**config.mk**
```make
export PLATFORM = sky130hd
export DESIGN_NAME = i2s_tx_sched
export DESIGN_NICKNAME = d
export VERILOG_FILES = /design/src/rtl/i2s_tx_sched.sv
export SDC_FILE = /design/constraint.sdc
export NUM_CORES = 1
export LEC_CHECK = 0
export CORE_MARGIN = 8
export CORE_UTILIZATION = 30
export CTS_BUF_LIST = sky130_fd_sc_hd__clkbuf_4
export DETAILED_ROUTE_END_ITERATION = 7
export PLACE_DENSITY_LB_ADDON = 0.2
export SYNTH_ARGS = -nofsm -noshare
export SYNTH_HDL_FRONTEND = slang
export SYNTH_SLANG_ARGS = --single-unit
```
**constraint.sdc**
```tcl
create_clock -name AMCLK_i -period 6.5 [get_ports AMCLK_i]
set_clock_uncertainty 0.1 [all_clocks]
set_input_delay 1.95 -clock AMCLK_i [delete_from_list [all_inputs] [get_ports AMCLK_i]]
set_output_delay 1.95 -clock AMCLK_i [all_outputs]
set_load 0.005 [all_outputs]
```
**src/rtl/i2s_tx_sched.sv**
```systemverilog
// i2s_tx_sched
// Buffers stereo sample pairs from the audio core in a small FIFO and presents
// one pair per I2S frame to the transmitter. A one-cycle strobe is issued every
// MCLK_FRAME_DIVIDER clocks. Frame timing comes from AMCLK, not from the source.
// PRIME mutes output until enough samples are queued. RUN plays from the FIFO
// and drops back to PRIME on underrun. Pushes into a full FIFO are dropped and
// flagged as overrun.
module i2s_tx_sched #(
    parameter int I2S_DATA_BITS      = 24,
    parameter int MCLK_FRAME_DIVIDER = 256,
    parameter int FIFO_DEPTH         = 4,
    parameter int PRIME_LEVEL        = 2
) (
    input  logic                          AMCLK_i,
    input  logic                          reset_n,
    input  logic                          enable_i,
    input  logic [I2S_DATA_BITS-1:0]      in_left_i,
    input  logic [I2S_DATA_BITS-1:0]      in_right_i,
    input  logic                          in_valid_i,
    output logic                          in_ready_o,
    output logic [I2S_DATA_BITS-1:0]      APSDATA_LEFT_o,
    output logic [I2S_DATA_BITS-1:0]      APSDATA_RIGHT_o,
    output logic                          APDATA_VALID_o,
    output logic [$clog2(FIFO_DEPTH):0]   fill_level_o,
    output logic                          underrun_o,
    output logic                          overrun_o,
    input  logic                          status_clr_i
);

    localparam int AW = $clog2(FIFO_DEPTH);
    localparam int CW = $clog2(MCLK_FRAME_DIVIDER);
    localparam int PW = 2 * I2S_DATA_BITS;

    localparam logic [1:0] S_IDLE  = 2'd0;
    localparam logic [1:0] S_PRIME = 2'd1;
    localparam logic [1:0] S_RUN   = 2'd2;

    localparam logic [AW:0]   FULL_LVL  = (AW+1)'(FIFO_DEPTH);
    localparam logic [AW:0]   PRIME_LVL = (AW+1)'(PRIME_LEVEL);
    localparam logic [CW-1:0] CNT_LAST  = CW'(MCLK_FRAME_DIVIDER - 1);

    // Control state
    logic [1:0]               r_state;
    logic [CW-1:0]            r_cnt;
    logic [AW-1:0]            r_wr_ptr;
    logic [AW-1:0]            r_rd_ptr;
    logic [AW:0]              r_fill;
    logic                     r_valid;
    logic                     r_underrun;
    logic                     r_overrun;

    // Datapath state
    logic [PW-1:0]            r_mem [FIFO_DEPTH];
    logic [I2S_DATA_BITS-1:0] r_left;
    logic [I2S_DATA_BITS-1:0] r_right;

    // Combinational decode of the registered state
    logic [1:0]               w_state_nxt;
    logic                     w_active;
    logic                     w_tick;
    logic                     w_has_room;
    logic                     w_ready;
    logic                     w_push;
    logic                     w_drop;
    logic                     w_empty;
    logic                     w_prime_ok;
    logic                     w_pop;
    logic                     w_underrun;
    logic [PW-1:0]            w_head;

    assign w_active   = (r_state == S_PRIME) || (r_state == S_RUN);

    // A tick in the same cycle that enable falls is discarded. The frame is
    // abandoned, so no strobe is issued.
    assign w_tick     = enable_i && w_active && (r_cnt == CNT_LAST);

    // Fullness is judged on the registered fill only. A pop on the same edge
    // does not open a slot for a push in that cycle.
    assign w_has_room = (r_fill < FULL_LVL);
    assign w_ready    = enable_i && w_has_room;
    assign w_push     = in_valid_i && w_ready;
    assign w_drop     = in_valid_i && enable_i && !w_has_room;

    assign w_empty    = (r_fill == '0);
    assign w_prime_ok = (r_fill >= PRIME_LVL);
    assign w_pop      = w_tick && (((r_state == S_RUN) && !w_empty) ||
                                   ((r_state == S_PRIME) && w_prime_ok));
    assign w_underrun = w_tick && (r_state == S_RUN) && w_empty;
    assign w_head     = r_mem[r_rd_ptr];

    // Ready is forced low while reset is asserted, so every output reads 0 in
    // reset even when enable_i is held high.
    assign in_ready_o      = reset_n && w_ready;
    assign APSDATA_LEFT_o  = r_left;
    assign APSDATA_RIGHT_o = r_right;
    assign APDATA_VALID_o  = r_valid;
    assign fill_level_o    = r_fill;
    assign underrun_o      = r_underrun;
    assign overrun_o       = r_overrun;

    // Next-state logic: enable low overrides everything and returns to IDLE
    always_comb begin
        w_state_nxt = r_state;
        if (!enable_i) begin
            w_state_nxt = S_IDLE;
        end else begin
            case (r_state)
                S_IDLE:  w_state_nxt = S_PRIME;
                S_PRIME: if (w_tick && w_prime_ok) w_state_nxt = S_RUN;
                S_RUN:   if (w_underrun)           w_state_nxt = S_PRIME;
                default: w_state_nxt = S_IDLE;
            endcase
        end
    end

    // State register
    always_ff @(posedge AMCLK_i or negedge reset_n) begin
        if (!reset_n) begin
            r_state <= S_IDLE;
        end else begin
            r_state <= w_state_nxt;
        end
    end

    // Frame counter: free-running in PRIME/RUN; the power-of-two width gives the wrap.
    // Because the counter is held at 0 in IDLE, PRIME starts counting from 0.
    always_ff @(posedge AMCLK_i or negedge reset_n) begin
        if (!reset_n) begin
            r_cnt <= '0;
        end else if (!enable_i || !w_active) begin
            r_cnt <= '0;
        end else begin
            r_cnt <= r_cnt + 1'b1;
        end
    end

    // FIFO storage: data only, no reset needed
    always_ff @(posedge AMCLK_i) begin
        if (w_push) begin
            r_mem[r_wr_ptr] <= {in_left_i, in_right_i};
        end
    end

    // FIFO pointers and occupancy; disable flushes everything
    always_ff @(posedge AMCLK_i or negedge reset_n) begin
        if (!reset_n) begin
            r_wr_ptr <= '0;
            r_rd_ptr <= '0;
            r_fill   <= '0;
        end else if (!enable_i) begin
            r_wr_ptr <= '0;
            r_rd_ptr <= '0;
            r_fill   <= '0;
        end else begin
            if (w_push) r_wr_ptr <= r_wr_ptr + 1'b1;
            if (w_pop)  r_rd_ptr <= r_rd_ptr + 1'b1;
            case ({w_push, w_pop})
                2'b10:   r_fill <= r_fill + 1'b1;
                2'b01:   r_fill <= r_fill - 1'b1;
                default: r_fill <= r_fill;
            endcase
        end
    end

    // Sample outputs: load head (or mute) on each tick, hold between ticks
    always_ff @(posedge AMCLK_i or negedge reset_n) begin
        if (!reset_n) begin
            r_left  <= '0;
            r_right <= '0;
        end else if (!enable_i) begin
            r_left  <= '0;
            r_right <= '0;
        end else if (w_tick) begin
            if (w_pop) begin
                {r_left, r_right} <= w_head;
            end else begin
                r_left  <= '0;
                r_right <= '0;
            end
        end
    end

    // Frame strobe: one cycle, registered alongside the sample load
    always_ff @(posedge AMCLK_i or negedge reset_n) begin
        if (!reset_n) begin
            r_valid <= 1'b0;
        end else begin
            r_valid <= w_tick;
        end
    end

    // Sticky status flags: a set event in the same cycle as a clear wins
    always_ff @(posedge AMCLK_i or negedge reset_n) begin
        if (!reset_n) begin
            r_underrun <= 1'b0;
            r_overrun  <= 1'b0;
        end else begin
            r_underrun <= (r_underrun && !status_clr_i) || w_underrun;
            r_overrun  <= (r_overrun  && !status_clr_i) || w_drop;
        end
    end

endmodule
```
==> results.toml, run 1 <==
[sta]
finalSetupViolCount = 0
rsz0062_at_grt = "false"
setup_tns_ns = 0
setup_ws_ns = 1.15
finalCriticalPeriod_ns = 5.35
hold_violations = 0
drv_slew = 0
tightest_slew_ns = 0.982
max_freq_mhz = 187
max-slew-margin-rel_pct = 34.5
fin_crit_sh_pct = 82.3

[placement]
gp_congestion = 0.783
port_buffers = 107
dpl.hpwl_mm = 13.2
dp_slack_ns = 1.13
dp.cells = 1018

[worst_setup_path]
critical_path_class = "primary input to primary output"
start_kind = "primary input"
crit_top_cell = "clkdlybuf4s50_1"
crit_path_end_kind = "primary output"
cp_slowest_cell = "clkdlybuf4s50_1"
crit_chain = "clkdlybuf4s50_1, buf_4, and3b_1, clkdlybuf4s50_1"
cp.required_ns = 4.45
cp_max_fo = 20
cp.arrival_ns = 3.30
slowest_delay_ns = 0.49

[final_layout]
fillers = 3096
final_common_cell = "edfxtp_1"
area_growth_pct = 26.4
num-nets-final = 715
final_cells = 1158
final_cell_mix = "edfxtp_1 (192), clkbuf_4 (114), clkdlybuf4s50_1 (106)"
drive_gt1_share_pct = 27.5

[floorplanning]
die_w_um = 197
die-area_um2 = 38800
initial_core_util_pct = 30.3
dieHeight_um = 197
io_pins = 108
rows = 66
core_um2 = 32400

[clock_tree]
cts_resized = 0
clockRootBuffer = "clkbuf_4"
path_clk_slew_ns = 0.05
clock-sinks = 260
postCtsSetupBuffers = 0
cts_made_buffers = 75
cts_hold_buf = 0
clockBufferDepth = 3
worstSkewPairLatency_ns = 0.67
tritoncts = "built"
htree_levels = 3

[global_route]
antenna_found_initial = 1
grt_overflow = 0
grt_max_degree = 69
grt_first_pass_wirelength_mm = 34.3
grt_use_total_pct = 11.6
first_global_vias = 6055

[drt]
drc = 0
ant_nets = 0
via_per_inst = 4.48
num_vias = 5186
wl_per_cell_um = 19.0
postRouteWirelength_mm = 22.0
drt_first_pass_iters = 4
drt_iter0_drc = 242

[logic_synthesis]
syn_nets = 544
synth_warnings = 0
synth-seq-area-share_pct = 76.1
synth-edff-count = 192
synth-seq-cells = 260
synth_area_um2 = 9820
synthDistinctLibCells = 44
synthFlopType = "edfxtp_1"
avgSynthCellArea_um2 = 20.4
async_reset_ff_share_pct = 26.2
synth_cells = 482

[outcome]
status = "finished, final reports clean"

[power]
leakage_uw = 0.00442
netSwitchingPower_uw = 814
netSwitchingFraction_pct = 22.9
p_seq_share_pct = 52.4
p_per_area_nw_per_um2 = 286
vdd_drop_max_mv = 0.127
p_int_uw = 2740
clkPwrFrac_pct = 42.1
power_uw = 3550
comb_power_share_pct = 5.5

[run]
cap_violations = 0

[worst_hold_path]
hold_path_class = "flop to flop"
cells in the mapped netlist (all sizes together), types with 2 or more instances:
library cell / instances / area, um2
a21boi: 2 / 15.0
a22o: 48 / 420
and2: 7 / 43.8
and3: 2 / 12.5
buf: 18 / 95.1
clkbuf: 9 / 33.8
dfrtp: 68 / 1700
edfxtp: 192 / 5770
ha: 8 / 100
inv: 11 / 41.3
mux2i: 4 / 40.0
mux4: 48 / 1090
nand2: 7 / 26.3
nand3: 5 / 25.0
nand4: 5 / 37.5
nand4b: 3 / 26.3
nor2: 12 / 45.0
nor2b: 4 / 25.0
o21ai: 3 / 15.0
xnor2: 3 / 26.3
xor2: 5 / 43.8
cell type report:
class | instances | area, um2 | area share (%)
antenna | 2 | 5.00 | 0.0403
clock buffer | 114 | 856 | 6.90
clock inverter | 24 | 120 | 0.968
inverter | 11 | 41.3 | 0.333
multi-input combinational | 184 | 2190 | 17.6
sequential | 260 | 7470 | 60.2
tap | 442 | 553 | 4.46
timing repair buffer | 121 | 1170 | 9.46
power by group through the flow:
stage                     Combinational, uW  Clock [uW]  Sequential (uW)
after floorplan                         104           0             1890
after global placement                  192           0             1890
after detailed placement                201           0             1890
after CTS                               202        1560             1860
after global routing                    220        1630             1860
final                                   196        1490             1860
registers in the layout, summed over array words and instances (netlist names):
name and count:
r_wr_ptr 2, r_state 2, APDATA_VALID_o 1, r_mem 192, r_rd_ptr 2, fill_level_o 3, overrun_o 1, underrun_o 1
APSDATA_LEFT_o 24, r_cnt 8, APSDATA_RIGHT_o 24
worst paths after layout:
check                                         start                   to  slack [ns]  cells after the start
worst min-delay path            APSDATA_RIGHT_o[18]  APSDATA_RIGHT_o[18]        0.41                      1
max in group asynchronous                   reset_n          r_rd_ptr[0]        4.14                      2
min in group asynchronous                   reset_n            overrun_o        1.45                      2
worst max register to register           r_state[0]      fill_level_o[0]        3.80                      7
worst max-delay path                       enable_i           in_ready_o        1.15                      4
worst min register to register  APSDATA_RIGHT_o[18]  APSDATA_RIGHT_o[18]        0.41                      1
layer usage:
layer / track usage (%) / vias up / routed length [um]
li1: - / 2344 / -
met1: 14.4 / 2649 / 9790
met2: 18.4 / 148 / 10600
met3: 3.50 / 45 / 1150
met4: 5.13 / 0 / 499
met5: 0 / - / 0
cell families after synthesis:
kind of cell | share of synthesized area [%]
DFF | 76.1
AOI/OAI and AO/OA | 5.49
and+or+nand+nor | 3.06
muxes | 11.5
buffers and inverters | 1.73
xor gates and xnor gates | 0.943
adders and majority gates | 1.22
critical path, delay by kind of cell:
kind	cells	cell delay (ns)
buffers and inverters	3	1.17
AND/OR/NAND/NOR	1	0.18
per-stage QoR:
stage,hold slack (ns),util [%],cell area [um2]
CTS,0.412,38.3,12400
detailed placement,0.390,35.3,11400
global route,0.426,38.3,12400
global placement,0.390,35.3,11400
floorplan,0.376,-,9820
finish,0.408,38.3,12400
(Power assumes the default switching activity.)
==> run 2, diff against run 1 <==
==> constraint.sdc (replaced) <==
create_clock -name AMCLK_i -period 5.14 [get_ports AMCLK_i]
set_clock_uncertainty 0.1 [all_clocks]
set_input_delay 1.542 -clock AMCLK_i [delete_from_list [all_inputs] [get_ports AMCLK_i]]
set_output_delay 1.542 -clock AMCLK_i [all_outputs]
set_load 0.005 [all_outputs]
==> results.toml, run 2 (synthesis results as in run 1) <==
[outcome]
status = "finished, final reports clean"

[worst_setup_path]
rrSetupSlack_ns = 2.43
cp.required_ns = 3.50
start_kind = "primary input"
cp.arrival_ns = 2.66
cp_max_fo = 2
cp_slowest_cell = "clkdlybuf4s50_1"
crit_path_end_kind = "primary output"
slowest_delay_ns = 0.49
crit_top_cell = "clkdlybuf4s50_1"
critical_path_class = "primary input to primary output"
r2r-start = "r_state[0]"
crit_chain = "clkdlybuf4s50_1, and3b_1, clkdlybuf4s50_1"
r2r-end = "fill_level_o[0]"
r2r_cells = 7

[final_layout]
final_area_um2 = 12400
fin_util_pct = 38.3
final_cell_mix = "edfxtp_1 (192), clkbuf_4 (113), clkdlybuf4s50_1 (106)"
num-nets-final = 708
regArea_um2 = 7470
regMostFlops = "r_mem"
drive_gt1_share_pct = 26.7
final_common_cell = "edfxtp_1"
largest_reg_flops = 192
fillers = 3078
area_growth_pct = 26.3
multi_input_area_um2 = 2190

[floorplanning]
io_pins = 108
die_w_um = 197
die-area_um2 = 38800
core_um2 = 32400
initial_core_util_pct = 30.3
rows = 66
dieHeight_um = 197

[worst_hold_path]
holdPathStages = 1
hold_path_class = "flop to flop"
worstHoldStart = "APSDATA_RIGHT_o[13]"
holdPathEnd = "APSDATA_RIGHT_o[13]"

[run]
cap_violations = 0

[clock_tree]
cts_hold_buf = 0
worstSkewPairLatency_ns = 0.67
tritoncts = "built"
clockRootBuffer = "clkbuf_4"
path_clk_slew_ns = 0.06
clock-sinks = 260
clockBufferDepth = 3
htree_levels = 3
cts_made_buffers = 72
cts_resized = 0
postCtsSetupBuffers = 0

[global_route]
grt_first_pass_wirelength_mm = 34.7
grt_max_degree = 69
grt_overflow = 0
grt_use_total_pct = 11.8
antenna_found_initial = 5
first_global_vias = 5930

[sta]
drv_slew = 0
rsz0062_at_grt = "false"
fin_crit_sh_pct = 83.7
max-slew-margin-rel_pct = 26.3
tightest_slew_ns = 1.11
finalCriticalPeriod_ns = 4.30
max_freq_mhz = 232
finalSetupViolCount = 0
setup_tns_ns = 0
hold_violations = 0

[placement]
port_buffers = 107
dpl.hpwl_mm = 12.7
gp_congestion = 0.720
postPlaceCellArea_um2 = 11400

[drt]
ant_nets = 0
num_vias = 5237
wl_per_cell_um = 19.7
drt_first_pass_iters = 4
drt_iter0_drc = 222
drc = 0
via_per_inst = 4.57
postRouteWirelength_mm = 22.6

[power]
vdd_drop_max_mv = 0.143
p_per_area_nw_per_um2 = 363
leakage_uw = 0.00440
-- run 2: layout make-up --
class                   count  share of cell area, %
clock buffers             113                   6.84
flip-flops and latches    260                   60.3
repair buffers            117                   9.52
diodes                      3                 0.0605
clock inverters            15                  0.888
multi-input cells         184                   17.6
inverters                  11                  0.333
well taps                 442                   4.46
-- run 2: how the worst max path moves through the flow --
stage | from | endpoint | slack, ns | cells past startpoint
2_1_floorplan | enable_i | r_mem[0][0] | 1.50 | 4
3_3_place_gp | enable_i | in_ready_o | 0.81 | 3
3_5_place_dp | enable_i | in_ready_o | 0.83 | 3
4_1_cts | enable_i | in_ready_o | 0.82 | 3
5_1_grt | enable_i | in_ready_o | 0.79 | 3
6_report | enable_i | in_ready_o | 0.84 | 3
-- run 2: worst max-delay path: cells and delay by family --
family                 cells  cell delay (ns)
buffers and inverters      2             0.96
and+or+nand+nor            1             0.15
-- run 2: routing by layer --
metal	vias to the layer above	wire (um)	global-route usage (%)
met5	-	40	0
met4	6	285	3.93
met3	36	1530	4.62
met2	149	10600	18.6
met1	2709	10100	14.6
li1	2337	-	-
-- run 2: stage by stage --
stage          cells  total power [uW]  hold WS (ns)  setup slack [ns]
2_1_floorplan    482              2520         0.376              1.50
3_3_place_gp    1014              2630         0.396             0.810
3_5_place_dp    1014              2650         0.398             0.832
4_1_cts         1142              4590         0.412             0.825
5_1_grt         1144              4730         0.434             0.790
6_report        1145              4510         0.403             0.835
-- run 2: power breakdown --
part | switching [uW] | total (uW) | internal [uW] | leakage (uW)
Combinational | 137 | 250 | 113 | 0.00115
Clock | 851 | 1900 | 1050 | 0.000564
Sequential | 27.3 | 2350 | 2320 | 0.00269
Total | 1020 | 4510 | 3490 | 0.00440
